## config.mk

```make
export PLATFORM = sky130hd
export DESIGN_NAME = mode_cmd_rx
export DESIGN_NICKNAME = d
export VERILOG_FILES = /design/src/rtl/mode_cmd_pkg.sv /design/src/rtl/mode_cmd_timeout.sv /design/src/rtl/mode_cmd_rx.sv
export SDC_FILE = /design/constraint.sdc
export NUM_CORES = 1
export LEC_CHECK = 0
export CAP_MARGIN = 20
export CORE_MARGIN = 4
export CORE_UTILIZATION = 53
export CTS_BUF_LIST = sky130_fd_sc_hd__clkbuf_8
export DETAILED_ROUTE_END_ITERATION = 12
export GPL_ROUTABILITY_DRIVEN = 0
export PLACE_DENSITY = 0.81
export SLEW_MARGIN = 20
export SYNTH_ARGS = -nofsm -noshare
export SYNTH_HDL_FRONTEND = slang
export SYNTH_SLANG_ARGS = --single-unit
```

## constraint.sdc

```tcl
create_clock -name clk -period 2.8 [get_ports clk]
set_input_delay 0.56 -clock clk [delete_from_list [all_inputs] [get_ports clk]]
set_output_delay 0.56 -clock clk [all_outputs]
set_load 0.05 [all_outputs]
```

## src/rtl/mode_cmd_pkg.sv

```systemverilog
// Shared types and constants for the host mode-command receiver.
// The mode word feeds the DDC mode decoder: width_mode, cal_mode and package_len.
`timescale 1ns/1ps
package mode_cmd_pkg;

  typedef enum logic [2:0] {
    IDLE   = 3'd0,
    HI     = 3'd1,
    LO     = 3'd2,
    CHK    = 3'd3,
    COMMIT = 3'd4
  } state_t;

  localparam int WIDTH_MSB = 12;
  localparam int WIDTH_LSB = 11;
  localparam int CAL_MSB   = 10;
  localparam int CAL_LSB   = 8;
  localparam int PLEN_MSB  = 7;
  localparam int PLEN_LSB  = 0;
  localparam int RSVD_MSB  = 15;
  localparam int RSVD_LSB  = 13;

  localparam logic [7:0] DEF_SYNC_BYTE = 8'hA5;

  // Reserved bits live in the high byte, so shift the word positions down by 8.
  function automatic logic frame_ok(input logic [7:0] sync_b, input logic [7:0] hi_b,
                                    input logic [7:0] lo_b, input logic [7:0] ck_b);
    return (ck_b == (sync_b ^ hi_b ^ lo_b)) &&
           (hi_b[RSVD_MSB-8:RSVD_LSB-8] == 3'b000) &&
           (lo_b[PLEN_MSB:PLEN_LSB] != 8'h00);
  endfunction

  function automatic logic [7:0] sat_inc8(input logic [7:0] v);
    return (v == 8'hFF) ? v : v + 8'd1;
  endfunction

endpackage

```

## src/rtl/mode_cmd_timeout.sv

```systemverilog
// Inter-byte stall counter; expire is high when the count has reached limit-1
// while enabled. Used by mode_cmd_rx only when MODE_CMD_TIMEOUT_EN is defined.
`timescale 1ns/1ps
module mode_cmd_timeout #(
  parameter int TIMEOUT_CYCLES = 1024
) (
  input  logic clk,
  input  logic rst,
  input  logic clear,
  input  logic enable,
  output logic expire
);

  localparam int CW = $clog2(TIMEOUT_CYCLES) + 1;
  localparam logic [CW-1:0] LIMIT = CW'(TIMEOUT_CYCLES - 1);

  logic [CW-1:0] cnt;

  always_ff @(posedge clk) begin
    if (rst || clear) begin
      cnt <= '0;
    end else if (enable && (cnt != LIMIT)) begin
      cnt <= cnt + 1'b1;
    end
  end

  assign expire = enable && (cnt == LIMIT);

endmodule

```

## src/rtl/mode_cmd_rx.sv

```systemverilog
// Framed command receiver (sync, hi, lo, xor checksum) that commits the 16-bit mode word.
// Optional inter-byte timeout enabled by defining MODE_CMD_TIMEOUT_EN.
`timescale 1ns/1ps
module mode_cmd_rx
  import mode_cmd_pkg::*;
#(
  parameter logic [7:0]  SYNC_BYTE    = DEF_SYNC_BYTE,
  parameter logic [15:0] DEFAULT_MODE = 16'h0040
`ifdef MODE_CMD_TIMEOUT_EN
  , parameter int        TIMEOUT_CYCLES = 1024
`endif
) (
  input  logic        clk,
  input  logic        rst,
  input  logic [7:0]  cmd_data,
  input  logic        cmd_valid,
  output logic        cmd_ready,
  output logic [15:0] mode,
  output logic        mode_update,
  output logic        frame_err,
  output logic [7:0]  err_cnt,
  output state_t      dbg_state
);

  // Handshake: a byte moves on a clk edge where cmd_valid && cmd_ready are both high;
  // cmd_ready is registered and only drops for the single COMMIT cycle.
  state_t     state;
  logic [7:0] hi_q;
  logic [7:0] lo_q;
  logic       accept;
  logic       in_frame;
  logic       expire;

  assign accept    = cmd_valid && cmd_ready;
  assign in_frame  = (state == HI) || (state == LO) || (state == CHK);
  assign dbg_state = state;

`ifdef MODE_CMD_TIMEOUT_EN
  mode_cmd_timeout #(
    .TIMEOUT_CYCLES(TIMEOUT_CYCLES)
  ) u_timeout (
    .clk   (clk),
    .rst   (rst),
    .clear (accept || !in_frame),
    .enable(in_frame),
    .expire(expire)
  );
`else
  assign expire = 1'b0;
`endif

  always_ff @(posedge clk) begin
    if (rst) begin
      state       <= IDLE;
      hi_q        <= 8'h00;
      lo_q        <= 8'h00;
      mode        <= DEFAULT_MODE;
      mode_update <= 1'b0;
      frame_err   <= 1'b0;
      err_cnt     <= 8'h00;
      cmd_ready   <= 1'b1;
    end else begin
      mode_update <= 1'b0;
      frame_err   <= 1'b0;
      case (state)
        IDLE: begin
          if (accept && (cmd_data == SYNC_BYTE)) begin
            state <= HI;
          end
        end
        HI: begin
          if (accept) begin
            hi_q  <= cmd_data;
            state <= LO;
          end else if (expire) begin
            state     <= IDLE;
            frame_err <= 1'b1;
            err_cnt   <= sat_inc8(err_cnt);
          end
        end
        LO: begin
          if (accept) begin
            lo_q  <= cmd_data;
            state <= CHK;
          end else if (expire) begin
            state     <= IDLE;
            frame_err <= 1'b1;
            err_cnt   <= sat_inc8(err_cnt);
          end
        end
        CHK: begin
          if (accept) begin
            if (frame_ok(SYNC_BYTE, hi_q, lo_q, cmd_data)) begin
              state     <= COMMIT;
              cmd_ready <= 1'b0;
            end else begin
              state     <= IDLE;
              frame_err <= 1'b1;
              err_cnt   <= sat_inc8(err_cnt);
            end
          end else if (expire) begin
            state     <= IDLE;
            frame_err <= 1'b1;
            err_cnt   <= sat_inc8(err_cnt);
          end
        end
        COMMIT: begin
          mode        <= {hi_q, lo_q};
          mode_update <= 1'b1;
          cmd_ready   <= 1'b1;
          state       <= IDLE;
        end
        default: begin
          state     <= IDLE;
          cmd_ready <= 1'b1;
        end
      endcase
    end
  end

endmodule

```

== After elaboration in Yosys (flattened, before gate mapping) ==
Cells that the tools add are included.
Storage, ports and cells
  register bits after elaboration: 46
  input port bits: 11
  output and inout port bits: 30
  logic and storage cells: 53
Cells by class
  add/subtract/negate cells: 1
  equality and inequality tests: 12
  multiplexer cells: 11
  bitwise logic cells: 7
  reductions and logical operators: 14
Operators with widths (number)
  8-bit equality test (second input constant): 2
  3-bit two-way mux: 5
  3-bit case mux with 4 select lines: 1
  8-bit by 1-bit adder with 8-bit output (second input constant): 1
  8-bit equality test: 1
  2-bit inequality test (second input constant): 4
  4-bit AND reduction: 2
  8-bit nonzero test: 1
  8-bit XOR: 1
  3-bit by 2-bit equality test with 1-bit output (second input constant): 2
  3-bit logical NOT: 2
  3-bit OR reduction: 2
  1-bit NOT: 5
  1-bit logical AND: 4
  1-bit two-way mux: 4
  4-bit NOT: 1
  2-bit AND reduction: 2
  3-bit by 1-bit equality test with 1-bit output (second input constant): 1
  3-bit equality test (second input constant): 1
  3-bit AND reduction: 1
  2-bit by 1-bit inequality test with 1-bit output (second input constant): 1
  1-bit case mux with 2 select lines: 1

== Longest topological paths before layout ==
Gate-level depths: netlist of run 1.
  word-level depth: 8
  gate-level depth with buffers: 7
  depth with buffers taken out: 6

== Least setup slack after synthesis of run 1 ==
OpenSTA, ideal clock, no wires.
  kind: flip-flop to flip-flop
  start: reg err_cnt[0]
  end: reg err_cnt[5]
  library setup time: 0.070 ns
  arrival time: 2.368 ns
  required time: 2.730 ns
  slack: 0.362 ns
  stages on the path, launching flop included: 7
  buffers on the path: 0
  period minus slack after synthesis: 2.438 ns
  path through: dfxtp_1 ha_1 and2_1 a311o_2 or2_2 or4_2 a21oi_1
Between the ends
  cells in the longest elaborated chain, start to end: 3
  elaborated cells between the ends (all ways): 4
  those cells by class: 1 x add/sub; 1 x eq/ne; 1 x bitwise; 1 x reduce/logical
RTL lines
  from (decl): line mode_cmd_rx.sv:21  | output logic [7:0] err_cnt,
  from (signal assigned): line mode_cmd_rx.sv:78  | err_cnt <= sat_inc8(err_cnt);
  from (signal assigned): line mode_cmd_rx.sv:88  | err_cnt <= sat_inc8(err_cnt);
  from (signal assigned): line mode_cmd_rx.sv:99  | err_cnt <= sat_inc8(err_cnt);
  parallel branches: the longest is 3 deep, another holds 8-bit by 1-bit adder with 8-bit output
Several ways; the timed one is not identified.
A chain may end at the register's enable or synchronous reset.

== Final worst setup path of run 1 ==
  start: in cmd_data[7]
  end: reg state[2] (netlist: dbg_state[2])
Between the ends
  cells in the longest elaborated chain, start to end: 6
  elaborated cells between the ends (all ways): 10
  those cells by class: 3 x eq/ne; 3 x mux; 4 x reduce/logical
RTL lines
  from (decl): line mode_cmd_rx.sv:15  | input logic [7:0] cmd_data,
  8-bit equality test: line mode_cmd_pkg.sv:28  | return (ck_b == (sync_b ^ hi_b ^ lo_b)) &&
  1-bit logical AND: line mode_cmd_pkg.sv:28
  1-bit logical AND: line mode_cmd_pkg.sv:29  | (hi_b[RSVD_MSB-8:RSVD_LSB-8] == 3'b000) &&
  3-bit two-way mux: line mode_cmd_rx.sv:93  | if (frame_ok(SYNC_BYTE, hi_q, lo_q, cmd_data)) begin
  3-bit two-way mux: line mode_cmd_rx.sv:92  | if (accept) begin
  3-bit case mux with 4 select lines: line mode_cmd_rx.sv:65  | case (state)
  to (signal assigned): line mode_cmd_rx.sv:68  | state <= HI;
  to (signal assigned): line mode_cmd_rx.sv:94  | state <= COMMIT;
  to (signal assigned): line mode_cmd_rx.sv:97  | state <= IDLE;
  to (decl): line mode_cmd_rx.sv:27  | state_t state;
Several ways; a longest one is shown, not always the timed one. The select of a mux whose other input is x is not followed.

==> results of run 1 <==
logic make-up (layout without fill, tap and decap cells):
| kind of cell | count (synthesis) | after routing | share of synthesized area |
|---|---|---|---|
| flip-flops | 46 | 46 | 0.452 |
| XOR/XNOR | 10 | 10 | 0.0712 |
| buffers and inverters | 14 | 62 | 0.0307 |
| multiplexers | 19 | 19 | 0.0982 |
| adder cells (fa/ha/maj) | 1 | 1 | 0.00614 |
| AND/OR/NAND/NOR | 97 | 97 | 0.239 |
| AO/OA/AOI/OAI | 32 | 32 | 0.103 |
flip-flops by register name, summed over array words and instances (netlist names):
signal,count
mode,16
err_cnt,8
hi_q,8
lo_q,8
dbg_state,3
cmd_ready,1
frame_err,1
mode_update,1
synthesized netlist by cell type, types with 2 or more instances:
cell      number  share of area
mux2i_1       17          0.083
xor3_1         2          0.023
xor2_1         2         0.0086
a21oi_1       22          0.054
or4_2          5          0.021
nand2_1       38          0.070
nand4_1        4          0.012
nor2_1        22          0.041
mux2_4         2          0.015
buf_2          2         0.0049
and2_1         2         0.0061
nor3b_1        2         0.0074
nor4bb_1       2         0.0098
dfxtp_1       46           0.45
nand2b_1       2         0.0061
nand3_1        3         0.0074
clkbuf_1       7          0.013
xnor2_1        4          0.017
or2_2          2         0.0061
buf_1          3         0.0055
nor2b_1        2         0.0061
nor3_1         4         0.0098
o31ai_1        4          0.015
xnor3_1        2          0.022
nand3b_1       2         0.0074
per-stage QoR:
step | hold WS [ns] | setup slack (ns)
final | 0.457 | 0.215
after global routing | 0.480 | 0.106
after CTS | 0.459 | 0.223
after detailed placement | 0.446 | -0.0741
after global placement | 0.442 | -0.0327
after floorplan | 0.444 | 0.362
final cells by class:
cell class | instances | area share
Clock inverter | 3 | 0.0170
Sequential cell | 46 | 0.347
Tap cell | 48 | 0.0227
Timing Repair Buffer | 53 | 0.188
Multi-Input combinational cell | 159 | 0.398
Inverter | 1 | 0.00142
Clock buffer | 5 | 0.0260
path summary, 6_finish.rpt:
path,start,end,depth (start not counted)
max,cmd_data[7],dbg_state[2],5
min,mode[1],mode[1],2
max reg2reg,lo_q[3],dbg_state[2],4
min reg2reg,mode[1],mode[1],2
power by group through the flow:
stage          registers, µW  logic, µW  clock network (µW)
6_report                 654       59.7                 497
5_1_grt                  654       64.3                 530
4_1_cts                  654       59.8                 504
3_5_place_dp             669       59.2                   0
3_3_place_gp             669       58.1                   0
2_1_floorplan            669       26.5                   0
worst max-delay path, delay by kind of cell:
| kind | cells | cell delay (ns) |
|---|---|---|
| xor+xnor | 1 | 0.34 |
| buf+inv | 1 | 0.53 |
| compound gates | 1 | 0.40 |
| simple gates | 2 | 0.95 |
routing by layer:
metal,vias to the layer above,wire length (µm),share of wire
met5,-,0,0
met4,0,46,0.010
met3,6,245,0.054
met2,50,2190,0.49
met1,785,2040,0.45
li1,857,-,-
==> impl_metrics.ini, run 1 <==
[power]
seqPwrFrac = 0.540
comb_power_share = 0.049
switching_share = 0.215
p_total_uw = 1210
p_clk_frac = 0.410
leakage_uw = 0.000899
power.internal_uw = 950
powerDensity_nw_per_um2 = 457
ir_drop_uv = 365
p_sw_uw = 260

[final_layout]
final-seq-area_um2 = 921
n_fill_cell = 306
final_common_cell = dfxtp_1
diodes = 0
layout_common_cells = dfxtp_1 (46), clkdlybuf4s50_1 (40), nand2_1 (38)
final_area_um2 = 2650
syn2layout_area_growth_pct = 30.1
drive_above_1_share = 0.135
fin_util = 0.719
stdcell_count = 315
multi_input_area_um2 = 1050
nets = 278

[sta]
clock-skew-final_ns = 0.00861
fin_setup_tns_ns = 0
post-route-min-period_ns = 2.59
final_hold_viol_count = 0
setup_viol = 0
period_share = 0.923
rsz0062_at_grt = no
worst-slew-pin-transition_ns = 0.576
max_slew_margin = 0.615
timing.final.max_slew_violations = 0
fmax_ghz = 0.387

[yosys]
syn_area_um2 = 2040
netlist_instances = 219
synth_cell_types = 41
synth_ff_type = dfxtp_1
avgSynthCellArea_um2 = 9.31
ys_warn_count = 0
synth_seq_cells = 46
synth_edf_count = 0
synth.yosys.seq_area_share = 0.452
syn-num-nets = 231
synthArstFlopShare = 0

[clock_network]
cts_tree = yes
numCtsBuffers = 5
htree_levels = 2
cts_hold_buf = 0
clock_path_buffers = 2
path_clk_slew_ns = 0.09
postCtsSetupRepairBufs = 0
cts_sinks = 46
clk_latency_ns = 0.30
ctsResizeCount = 0
root_buffer = clkbuf_8

[floorplanning]
fp.dieW_um = 70.0
num_rows = 22
die_area_um2 = 4900
ioPinCount = 41
start_util = 0.553
core-area_um2 = 3690
die_h_um = 70.0

[detailed_routing]
drcViolationCount = 0
via_per_inst = 5.39
drtIter0Drc = 92
ant_nets = 0
wl_per_cell_um = 14.4
vias = 1698
dr.pass1.iters = 4
wirelength_mm = 4.52

[grt]
track_usage = 0.196
grt_pass1_wl_mm = 7.82
grt_max_degree = 38
overflow = 0
gr-usage-met1 = 0.260
met3_usage = 0.0374
first_global_vias = 1679
grt.busiest_layer = met2
antenna_found_initial = 0
gr-usage-met2 = 0.318

[worst_setup_path]
critPathLaunchType = input port
r2r_setup_slack_ns = 0.51
slowest_delay_ns = 0.67
cp_max_fo = 4
critPathKind = in2reg
required_ns = 3.00
crit_chain = clkdlybuf4s50_1 -> xnor3_1 -> or4_2 -> a2111oi_0 -> nor4b_1
cp_slowest_cell = or4_2
arrival_ns = 2.79
endpoint_kind = flop

[run_status]
status = completed

[run]
cap_violations = 0

[placed_design]
placed_cell_area_um2 = 2540
placedCellCount = 307
dp_hpwl_mm = 3.20
io_buffers = 40

[min_path]
hold_path_class = reg2reg
Note: power is estimated with default switching activity, not from simulation.
==> run 2, diff against run 1 <==
Settings changed: SLEW_MARGIN 20 to not set.
==> results of run 2 <==
Same layout as run 1: the final DEF is identical, and so are final timing and power.
==> run 3, diff against run 2 <==
==> constraint.sdc (replaced) <==
create_clock -name clk -period 2.8 [get_ports clk]
set_input_delay 0.56 -clock clk [delete_from_list [all_inputs] [get_ports clk]]
set_output_delay 0.56 -clock clk [all_outputs]
set_load 0.02 [all_outputs]
==> results of run 3 <==
Same layout as run 1 (identical final DEF). Status: completed.
